File: config.mk
export PLATFORM = sky130hd
export DESIGN_NAME = regfile_dump_unit
export DESIGN_NICKNAME = d
export VERILOG_FILES = /design/src/rtl/regfile_dump_unit.sv
export SDC_FILE = /design/constraint.sdc
export NUM_CORES = 1
export LEC_CHECK = 0
export CORE_ASPECT_RATIO = 0.9
export CORE_UTILIZATION = 35
export CTS_CLUSTER_DIAMETER = 60
export DETAILED_ROUTE_END_ITERATION = 12
export PLACE_DENSITY = 0.7
export SLEW_MARGIN = 10
export SYNTH_ARGS = -nofsm -noshare
export SYNTH_HDL_FRONTEND = slang
export SYNTH_SLANG_ARGS = --single-unit
File: constraint.sdc
create_clock -name clk -period 4.1 [get_ports clk]
set_clock_uncertainty 0.2 [all_clocks]
set_input_delay 1.23 -clock clk [delete_from_list [all_inputs] [get_ports clk]]
set_output_delay 1.23 -clock clk [all_outputs]
set_load 0.05 [all_outputs]
File: src/rtl/regfile_dump_unit.sv
// regfile_dump_unit: walks a register range through one register-file read port and
// streams each value over valid/ready. Define REGDUMP_CHECKSUM_EN for a trailing XOR beat.
module regfile_dump_unit #(
    parameter int XLEN     = 32,
    parameter int ADDR_W   = 5,
    parameter int READ_LAT = 0
) (
    input  logic              clk,
    input  logic              rst,
    input  logic              start,
    input  logic [ADDR_W-1:0] first_reg,
    input  logic [ADDR_W-1:0] last_reg,
    output logic [ADDR_W-1:0] rs_addr,
    input  logic [XLEN-1:0]   rd_data,
    output logic              dump_valid,
    input  logic              dump_ready,
    output logic [XLEN-1:0]   dump_data,
    output logic [ADDR_W-1:0] dump_index,
    output logic              dump_last,
    output logic              busy,
    output logic              done
);

    typedef enum logic [2:0] {
        S_IDLE = 3'd0,
        S_READ = 3'd1,
        S_WAIT = 3'd2,
        S_HOLD = 3'd3,
        S_DONE = 3'd4
    } state_e;

`ifdef REGDUMP_CHECKSUM_EN
    localparam bit CSUM_EN = 1'b1;
`else
    localparam bit CSUM_EN = 1'b0;
`endif

    state_e            state_q, state_d;
    logic [ADDR_W-1:0] cur_q, cur_d;
    logic [ADDR_W-1:0] last_q, last_d;
    logic [ADDR_W-1:0] rs_addr_q, rs_addr_d;
    logic              valid_q, valid_d;
    logic [XLEN-1:0]   data_q, data_d;
    logic [ADDR_W-1:0] index_q, index_d;
    logic              dlast_q, dlast_d;
    logic              busy_q, busy_d;
    logic              done_q, done_d;
    logic              capture_s;
`ifdef REGDUMP_CHECKSUM_EN
    logic [XLEN-1:0]   xor_q, xor_d;
    logic              csum_q, csum_d;
`endif

    // Next-state and next-output logic for the dump walk.
    always_comb begin
        state_d   = state_q;
        cur_d     = cur_q;
        last_d    = last_q;
        rs_addr_d = rs_addr_q;
        valid_d   = valid_q;
        data_d    = data_q;
        index_d   = index_q;
        dlast_d   = dlast_q;
        capture_s = 1'b0;
`ifdef REGDUMP_CHECKSUM_EN
        xor_d     = xor_q;
        csum_d    = csum_q;
`endif
        case (state_q)
            S_IDLE: begin
                if (start) begin
                    cur_d  = first_reg;
                    last_d = last_reg;
`ifdef REGDUMP_CHECKSUM_EN
                    xor_d  = {XLEN{1'b0}};
                    csum_d = 1'b0;
`endif
                    if (first_reg > last_reg) begin
                        state_d = S_DONE;
                    end else begin
                        state_d   = S_READ;
                        rs_addr_d = first_reg;
                    end
                end else begin
                    state_d = S_IDLE;
                end
            end
            S_READ: begin
                if (READ_LAT == 0) begin
                    capture_s = 1'b1;
                    state_d   = S_HOLD;
                end else begin
                    state_d = S_WAIT;
                end
            end
            S_WAIT: begin
                capture_s = 1'b1;
                state_d   = S_HOLD;
            end
            S_HOLD: begin
                if (dump_ready) begin
                    valid_d = 1'b0;
                    dlast_d = 1'b0;
`ifdef REGDUMP_CHECKSUM_EN
                    // The register walk ends by re-entering HOLD with the checksum beat.
                    if (csum_q) begin
                        state_d = S_DONE;
                    end else if (cur_q == last_q) begin
                        csum_d  = 1'b1;
                        valid_d = 1'b1;
                        data_d  = xor_q;
                        index_d = last_q;
                        dlast_d = 1'b1;
                    end else begin
                        cur_d     = cur_q + {{(ADDR_W-1){1'b0}}, 1'b1};
                        rs_addr_d = cur_q + {{(ADDR_W-1){1'b0}}, 1'b1};
                        state_d   = S_READ;
                    end
`else
                    if (cur_q == last_q) begin
                        state_d = S_DONE;
                    end else begin
                        cur_d     = cur_q + {{(ADDR_W-1){1'b0}}, 1'b1};
                        rs_addr_d = cur_q + {{(ADDR_W-1){1'b0}}, 1'b1};
                        state_d   = S_READ;
                    end
`endif
                end else begin
                    state_d = S_HOLD;
                end
            end
            S_DONE: begin
                state_d = S_IDLE;
            end
            default: begin
                state_d = S_IDLE;
            end
        endcase

        data_d  = capture_s ? rd_data : data_d;
        index_d = capture_s ? cur_q : index_d;
        valid_d = capture_s ? 1'b1 : valid_d;
        dlast_d = capture_s ? (!CSUM_EN && (cur_q == last_q)) : dlast_d;
`ifdef REGDUMP_CHECKSUM_EN
        xor_d   = capture_s ? (xor_q ^ rd_data) : xor_d;
`endif
        busy_d  = (state_d != S_IDLE);
        done_d  = (state_d == S_DONE);
    end

    // State and registered-output storage.
    always_ff @(posedge clk or negedge rst) begin
        if (!rst) begin
            state_q   <= S_IDLE;
            cur_q     <= {ADDR_W{1'b0}};
            last_q    <= {ADDR_W{1'b0}};
            rs_addr_q <= {ADDR_W{1'b0}};
            valid_q   <= 1'b0;
            data_q    <= {XLEN{1'b0}};
            index_q   <= {ADDR_W{1'b0}};
            dlast_q   <= 1'b0;
            busy_q    <= 1'b0;
            done_q    <= 1'b0;
`ifdef REGDUMP_CHECKSUM_EN
            xor_q     <= {XLEN{1'b0}};
            csum_q    <= 1'b0;
`endif
        end else begin
            state_q   <= state_d;
            cur_q     <= cur_d;
            last_q    <= last_d;
            rs_addr_q <= rs_addr_d;
            valid_q   <= valid_d;
            data_q    <= data_d;
            index_q   <= index_d;
            dlast_q   <= dlast_d;
            busy_q    <= busy_d;
            done_q    <= done_d;
`ifdef REGDUMP_CHECKSUM_EN
            xor_q     <= xor_d;
            csum_q    <= csum_d;
`endif
        end
    end

    assign rs_addr    = rs_addr_q;
    assign dump_valid = valid_q;
    assign dump_data  = data_q;
    assign dump_index = index_q;
    assign dump_last  = dlast_q;
    assign busy       = busy_q;
    assign done       = done_q;

endmodule

After elaboration in Yosys (flattened, before gate mapping)

Cells that the tools add are included.

Add/sub/neg operators: 1
Magnitude comparators: 1
Equality and inequality tests: 9
Mux-type cells: 17
Reduce and logical (&&, ||, !) cells: 10

Operators by type and width:

| kind                | count |
|---|---|
| $mux 5              | 5 |
| $pmux 5 s2          | 2 |
| $mux 3              | 4 |
| $pmux 3 s3          | 1 |
| $ne 2x2->1 const B  | 4 |
| $eq 3x2->1 const B  | 2 |
| $reduce_bool 2->1   | 3 |
| $add 5x1->5 const B | 1 |
| $eq 5x5->1          | 1 |
| $gt 5x5->1          | 1 |
| $mux 1              | 5 |
| $reduce_and 5->1    | 1 |
| $reduce_and 2->1    | 2 |
| $reduce_and 4->1    | 1 |
| $eq 3x1->1 const B  | 1 |
| $eq 3x3->1 const B  | 1 |
| $logic_not 3->1     | 1 |
| $reduce_bool 3->1   | 1 |
| $reduce_or 2->1     | 1 |

Register bits after elaboration: 59
Output and inout port bits: 46
Word-level logic and storage cells: 48

Depth between registers and ports, before layout

Gate-level depths: netlist of run 1.

Depth in word-level cells: 5
Depth in mapped cells: 7
Mapped depth without buffers: 7

Worst setup path before layout of run 1

No wires, ideal clock.

Path kind: input-to-reg
Start: in last_reg[3]
End: reg rs_addr_q[0] (netlist: rs_addr[0])
Arrival: 2.581 ns
Path slack: 1.194 ns
Stages on the path: 7
Buffers on the path: 0
Cells stage by stage: inv_1 ha_1 a21oi_1 a21boi_0 o32ai_4 o21bai_4 mux2_4

Cells in the longest elaborated chain, start to end: 3

RTL lines:

| what                       | RTL line | RTL |
|---|---|---|
| start: declaration         | 12       | `input logic [ADDR_W-1:0] last_reg,` |
| $gt 5x5->1                 | 78       | `if (first_reg > last_reg) begin` |
| $ne 2x2->1 (no line)       | --       |  |
| $reduce_and 5->1 (no line) | --       |  |
| end signal: assignment     | 157      | `rs_addr_q <= {ADDR_W{1'b0}};` |
| end signal: assignment     | 172      | `rs_addr_q <= rs_addr_d;` |
| end: declaration           | 41       | `logic [ADDR_W-1:0] rs_addr_q, rs_addr_d;` |

Every way passes these cells.
A chain may end at the register's enable or synchronous reset.

Worst setup path in the final report of run 1

Start: in last_reg[3]
End: reg rs_addr_q[1] (netlist: rs_addr[1])

Same word-level chain as after synthesis.

==> results.tsv, run 1 <==
metric	value	unit
top_level_ports	92	
h-tree-depth	3	
run_status	complete, no violations	
ff2ff_path_depth	5	
yosys_register_bits	59	
crit_type	input port to register	
most_frequent_cell_after_synthesis	sky130_fd_sc_hd__dfrtp_1	
worst_r2r_endpoint	rs_addr[1]	
diodes	0	
synth_enable_flop_cells	0	
finalSetupTns	0	ns
path_clk_slew	0.06	ns
nets_in_the_synthesized_netlist	244	
detail-route-antenna-nets	0	
fmaxAchievable	0.316	GHz
setup.worst_path.start	last_reg[3]	
netlist_top_cells_count	sky130_fd_sc_hd__dfrtp_1 (59), sky130_fd_sc_hd__mux2_2 (42), sky130_fd_sc_hd__nand2_1 (16)	
area.growth.synth_to_final	46.2	%
path_cells	clkdlybuf4s50_1 -> inv_1 -> ha_1 -> a21oi_1 -> a21boi_0 -> o32ai_4 -> o21bai_4 -> mux2_4	
remaining_drc_errors	0	
fraction_of_post_synthesis_cell_area_in_the_top_cell_type_by_area	0.574	
slew_headroom	0.375	
drt-pass1-iter-count	4	
slew_viol_final	0	
fin_crit_sh	0.772	
worstHoldPathType	register to register	
rsz0062_at_grt	no	
startpoint_of_the_worst_register_to_register_path	cur_q[2]	
cpPeakStageDelay	0.45	ns
tritoncts_clock_tree	yes	
start_util	0.363	
timing_hold_violations_final	0	
route.vias.total	1840	
setup_viol	0	
dr.first_iter.drc_count	97	
die_area	7690	um^2
seq_area_frac_synth	0.574	
grt_antenna_before_repair	0	
drt-total-wl	5260	um
syn-instance-count	192	
fp.dieH	83.3	um
setup.reg_to_reg.worst_slack	1.89	ns
largest_cells_by_area_after_synthesis	sky130_fd_sc_hd__dfrtp_1 (57%), sky130_fd_sc_hd__mux2_2 (18%), sky130_fd_sc_hd__ha_1 (2.9%), sky130_fd_sc_hd__mux2_4 (2.9%), sky130_fd_sc_hd__nand2_1 (2.3%)	
cts_inserted_buffers	9	
required	4.11	ns
synth.largest_area_cell	sky130_fd_sc_hd__dfrtp_1	
worst_ep_arrival_time	3.18	ns
synth-warning-count	0	
gp_congestion	0.792	
fin_crit	3.17	ns
vias_in_the_first_global_route	1848	
final-seq-area	1480	um^2
io_port_bufs	91	
synth.lib_cells_used.distinct	31	
critical_path.endpoint_type	register	
die-width	92.3	um
synth.avg_cell_area	13.4	um^2
max_cap_viol_count	0	
insertion_delay	0.33	ns
largest_net_degree_at_the_start_of_global_routing	43	
ys_async_sr_fraction	1.00	
nNetsFinal	341	
post_synth_instance_area	2570	um^2
multi_input_logic_area	1020	um^2
clock-sinks	59	
worst_slew_pin_slew	0.934	ns
timing.critical_path.slowest_stage_cell	sky130_fd_sc_hd__clkdlybuf4s50_1	
route.detailed.wl_per_inst	13.6	um
ratio_of_cells_with_drive_above_1_in_the_final_layout	0.235	
ys_dominant_reg_cell	sky130_fd_sc_hd__dfrtp_1	
number_of_instances_resized_during_post_cts_repair	0	
cts.repair_timing.setup_buffer_count	0	
timing.critical_path.from_type	input port	
grt.overflow.total	0	
gr-usage-all-layers	0.152	
cts_hold_buffers	0	
detailed_place_hpwl	3820	um
cts-root-to-sink-buffers	2	
post_drt_via_cell_ratio	4.75	
filler_cell_count	656	
wire_length_of_the_first_global_routing_pass	9020	um
core.rowCount	29	
clock-root-buffer	sky130_fd_sc_hd__clkbuf_8	
worstSetupEndpoint	rs_addr[1]	
core_region_area	7080	um^2
worst-path-max-fanout	5	
==> routing by layer <==
metal  global-route usage  share of wire  wire length [um]
met1                0.191           0.45              2370
met2                0.244           0.47              2460
met3               0.0623          0.073               382
met4               0.0384         0.0087                46
met5                    0              0                 0
==> stage by stage <==
stage          hold slack, ns  worst slack, ns  instances  utilization  cell area, um^2
6_report                0.296            0.935        387        0.531             3760
5_1_grt                 0.314            0.826        387        0.531             3760
4_1_cts                 0.292            0.948        387        0.531             3760
3_5_place_dp            0.267            0.587        371        0.505             3570
3_3_place_gp            0.272            0.649        371        0.505             3570
2_1_floorplan           0.267             1.19        192            -             2570
==> worst max-delay path, delay by kind of cell <==
kind / cells / cell delay [ns]
mux: 1 / 0.32
buf+inv: 2 / 0.49
fa+ha+maj: 1 / 0.30
compound gates: 4 / 0.84
==> worst min-delay path by stage <==
stage / from / endpoint / slack, ns / cells after the start
after global placement: dump_valid / dump_valid / 0.27 / 2
final: dump_valid / dump_valid / 0.30 / 2
after floorplan: last_q[4] / last_q[4] / 0.27 / 2
after detailed placement: dump_valid / dump_valid / 0.27 / 2
after global routing: dump_data[21] / dump_data[21] / 0.31 / 1
after CTS: dump_valid / dump_valid / 0.29 / 2
==> state kept, by name, summed over array words and instances (netlist names) <==
name and cells:
busy 1, cur_q 5, dump_index 5, last_q 5, rs_addr 5, dump_valid 1, dump_last 1, dump_data 32
state_q 3, done 1
==> kinds of logic after synthesis <==
group,after synthesis,synth area share
flops,59,0.574
buf+inv,16,0.0277
compound gates,22,0.0648
simple gates,33,0.0599
xor+xnor,9,0.0307
fa+ha+maj,6,0.0292
mux,47,0.213
==> cell type report <==
type / instances / share of cell area
Clock buffer: 11 / 0.0350
Clock inverter: 5 / 0.0143
Inverter: 9 / 0.00899
Multi-Input combinational cell: 117 / 0.273
Sequential cell: 59 / 0.393
Tap cell: 93 / 0.0310
Timing Repair Buffer: 93 / 0.245
==> cell usage in the layout, fill, tap and decap left out, drive strengths merged, types with 6 or more instances in the layout <==
cell            n
dfrtp          59
nand2          16
clkbuf         11
o21ai          11
inv             9
mux2           47
xor2            6
ha              6
clkdlybuf4s50  90
nand3           6
Power of run 1 is left out: the tool's default activity adds up to more than one toggle a clock period on the data nets, which glitch-free logic cannot reach.
==> inputs of run 2 (changes only) <==
--- a/config.mk
+++ b/config.mk
@@ -9,7 +9,7 @@
 export CORE_UTILIZATION = 35
 export CTS_CLUSTER_DIAMETER = 60
 export DETAILED_ROUTE_END_ITERATION = 12
-export PLACE_DENSITY = 0.7
+export PLACE_DENSITY = 0.73
 export SLEW_MARGIN = 10
 export SYNTH_ARGS = -nofsm -noshare
 export SYNTH_HDL_FRONTEND = slang
==> constraint.sdc (replaced) <==
create_clock -name clk -period 2.7 [get_ports clk]
set_clock_uncertainty 0.2 [all_clocks]
set_input_delay 0.81 -clock clk [delete_from_list [all_inputs] [get_ports clk]]
set_output_delay 0.81 -clock clk [all_outputs]
set_load 0.05 [all_outputs]
==> run 2 against run 1 <==
Effect of this change:
- design area rose by 3.5%
- first-iteration DRC count fell by 63%
- count of clock-buffer cells in the layout did not move
- core utilization rose by 1.9 points
- die area did not move
==> results.tsv, run 2 (same netlist as run 1, synthesis figures left out) <==
metric	value	unit	change
run_status	complete, no violations		
route.detailed.wl_per_inst	13.5	um	-0.67%
grt_antenna_before_repair	0		unchanged
cts-root-to-sink-buffers	2		unchanged
slew_viol_final	0		unchanged
detail-route-antenna-nets	0		unchanged
die-width	92.3	um	unchanged
cp_bufs_invs	2		unchanged
vias_in_the_first_global_route	1908		+3.2%
worst_ep_arrival_time	2.68	ns	-0.50 ns
worstHoldPathType	input port to asynchronous set/reset pin		
grt.overflow.total	0		unchanged
final-seq-area	1480	um^2	unchanged
area.growth.synth_to_final	51.4	%	
dr.first_iter.drc_count	36		-63%
most-common-layout-cells	sky130_fd_sc_hd__clkdlybuf4s50_1 (89), sky130_fd_sc_hd__dfrtp_1 (59), sky130_fd_sc_hd__mux2_2 (42)		
timing.critical_path.slowest_stage_cell	sky130_fd_sc_hd__clkdlybuf4s50_1		
tritoncts_clock_tree	yes		
ff2ff_path_depth	6		+1
filler_cell_count	628		-4.3%
post_drt_via_cell_ratio	4.62		-2.8%
startpoint_of_the_worst_register_to_register_path	cur_q[2]		
top_level_ports	92		unchanged
cpPeakStageDelay	0.53	ns	+0.08 ns
setup.reg_to_reg.worst_slack	0.67	ns	-1.22 ns
worst-path-max-fanout	5		unchanged
gr-usage-all-layers	0.147		-0.00494
worst_slew_pin_slew	0.570	ns	-0.364 ns
h-tree-depth	3		unchanged
setup_viol	0		unchanged
route.vias.total	1821		-1.0%
detailed_place_hpwl	3870	um	+1.2%
cell_family_contributing_the_most_delay_on_the_critical_path	buffers and inverters		
fin_area	3890	um^2	+3.5%
timing.critical_path.from_type	input port		
critical_path.endpoint_type	register		
slew_headroom	0.619		+0.244
clock-sinks	59		unchanged
drt-total-wl	5320	um	+1.1%
largest_net_degree_at_the_start_of_global_routing	37		-14%
max_cap_viol_count	0		unchanged
cts_inserted_buffers	9		unchanged
fp.dieH	83.3	um	unchanged
core.rowCount	29		unchanged
cts_hold_buffers	0		unchanged
dpl_cell_area	3640	um^2	+2.0%
die_area	7690	um^2	unchanged
drt-pass1-iter-count	4		unchanged
required	2.71	ns	-1.40 ns
clock-root-buffer	sky130_fd_sc_hd__clkbuf_8		
io_port_bufs	91		unchanged
fmaxAchievable	0.375	GHz	
crit_type	input port to register		
remaining_drc_errors	0		unchanged
ratio_of_cells_with_drive_above_1_in_the_final_layout	0.266		+0.0311
insertion_delay	0.33	ns	about the same
diodes	0		unchanged
timing_hold_violations_final	0		unchanged
fin_crit	2.67	ns	
final_util	0.550		+0.0187
core_region_area	7080	um^2	unchanged
path_cells	clkdlybuf4s50_1 -> ha_4 -> a21oi_2 -> a21boi_1 -> buf_4 -> o32ai_4 -> o21bai_4 -> mux2_4		
commonest_non_fill_non_tap_cell_in_the_layout	sky130_fd_sc_hd__clkdlybuf4s50_1		
fin_crit_sh	0.987		
start_util	0.363		unchanged
largest_register_ffs	32		unchanged
whs	0.271	ns	-0.0250 ns
multi_input_logic_area	1050	um^2	+2.8%
gp_congestion	0.759		-4.2%
wire_length_of_the_first_global_routing_pass	8790	um	-2.5%
worst_r2r_endpoint	cur_q[0]		
nNetsFinal	348		+2.1%
path_clk_slew	0.06	ns	about the same
==> run 2: cell type report <==
cell class                 count  share of cell area
sequential                    59               0.380
multi-input combinational    117               0.271
timing repair buffer         100               0.257
clock buffer                  11              0.0338
tap                           93              0.0299
clock inverter                 5              0.0199
inverter                       9             0.00868
==> run 2: through the flow <==
step	worst slack (ns)	std cells	TNS, ns
floorplan	0.214	192	0
finish	0.0347	394	0
detailed placement	-0.388	377	-2.54
CTS	0.00155	394	0
global route	-0.0113	394	-0.0193
global placement	-0.337	377	-2.15
==> run 2: worst register-to-register path, cell delays in order, from the launching register on <==
cell                      delay [ns]
sky130_fd_sc_hd__dfrtp_1        0.46
sky130_fd_sc_hd__xor2_1         0.19
sky130_fd_sc_hd__nor3_1         0.35
sky130_fd_sc_hd__a21o_1         0.19
sky130_fd_sc_hd__buf_4          0.16
sky130_fd_sc_hd__nor3_1         0.05
sky130_fd_sc_hd__a211o_2        0.32
==> run 2: layer usage <==
| layer | GRT usage | vias to the layer above | routed length [um] |
|---|---|---|---|
| met5 | 0 | - | 0 |
| li1 | - | 872 | - |
| met4 | 0.0639 | 0 | 81 |
| met1 | 0.184 | 874 | 2460 |
| met3 | 0.0522 | 7 | 380 |
| met2 | 0.230 | 68 | 2400 |
==> run 2: what timing repair did <==
item	in CTS	in global routing
cloned	0	0
resized for setup	0	6
setup buffers	1	0
endpoints found under the hold margin	0	0
pin swaps	2	3
setup endpoints to repair	5	6
==> run 2: worst max-delay path by stage <==
stage                      end  slack, ns          from  cells past startpoint
floorplan           rs_addr[0]       0.21   last_reg[3]                      7
global placement    rs_addr[3]      -0.34   last_reg[3]                      9
detailed placement  rs_addr[1]      -0.39   last_reg[3]                      9
CTS                 rs_addr[1]      0.002   last_reg[3]                      9
global route        rs_addr[1]      -0.01  first_reg[3]                      8
finish              rs_addr[1]       0.03  first_reg[3]                      8
Power of run 2 is left out for the same reason.
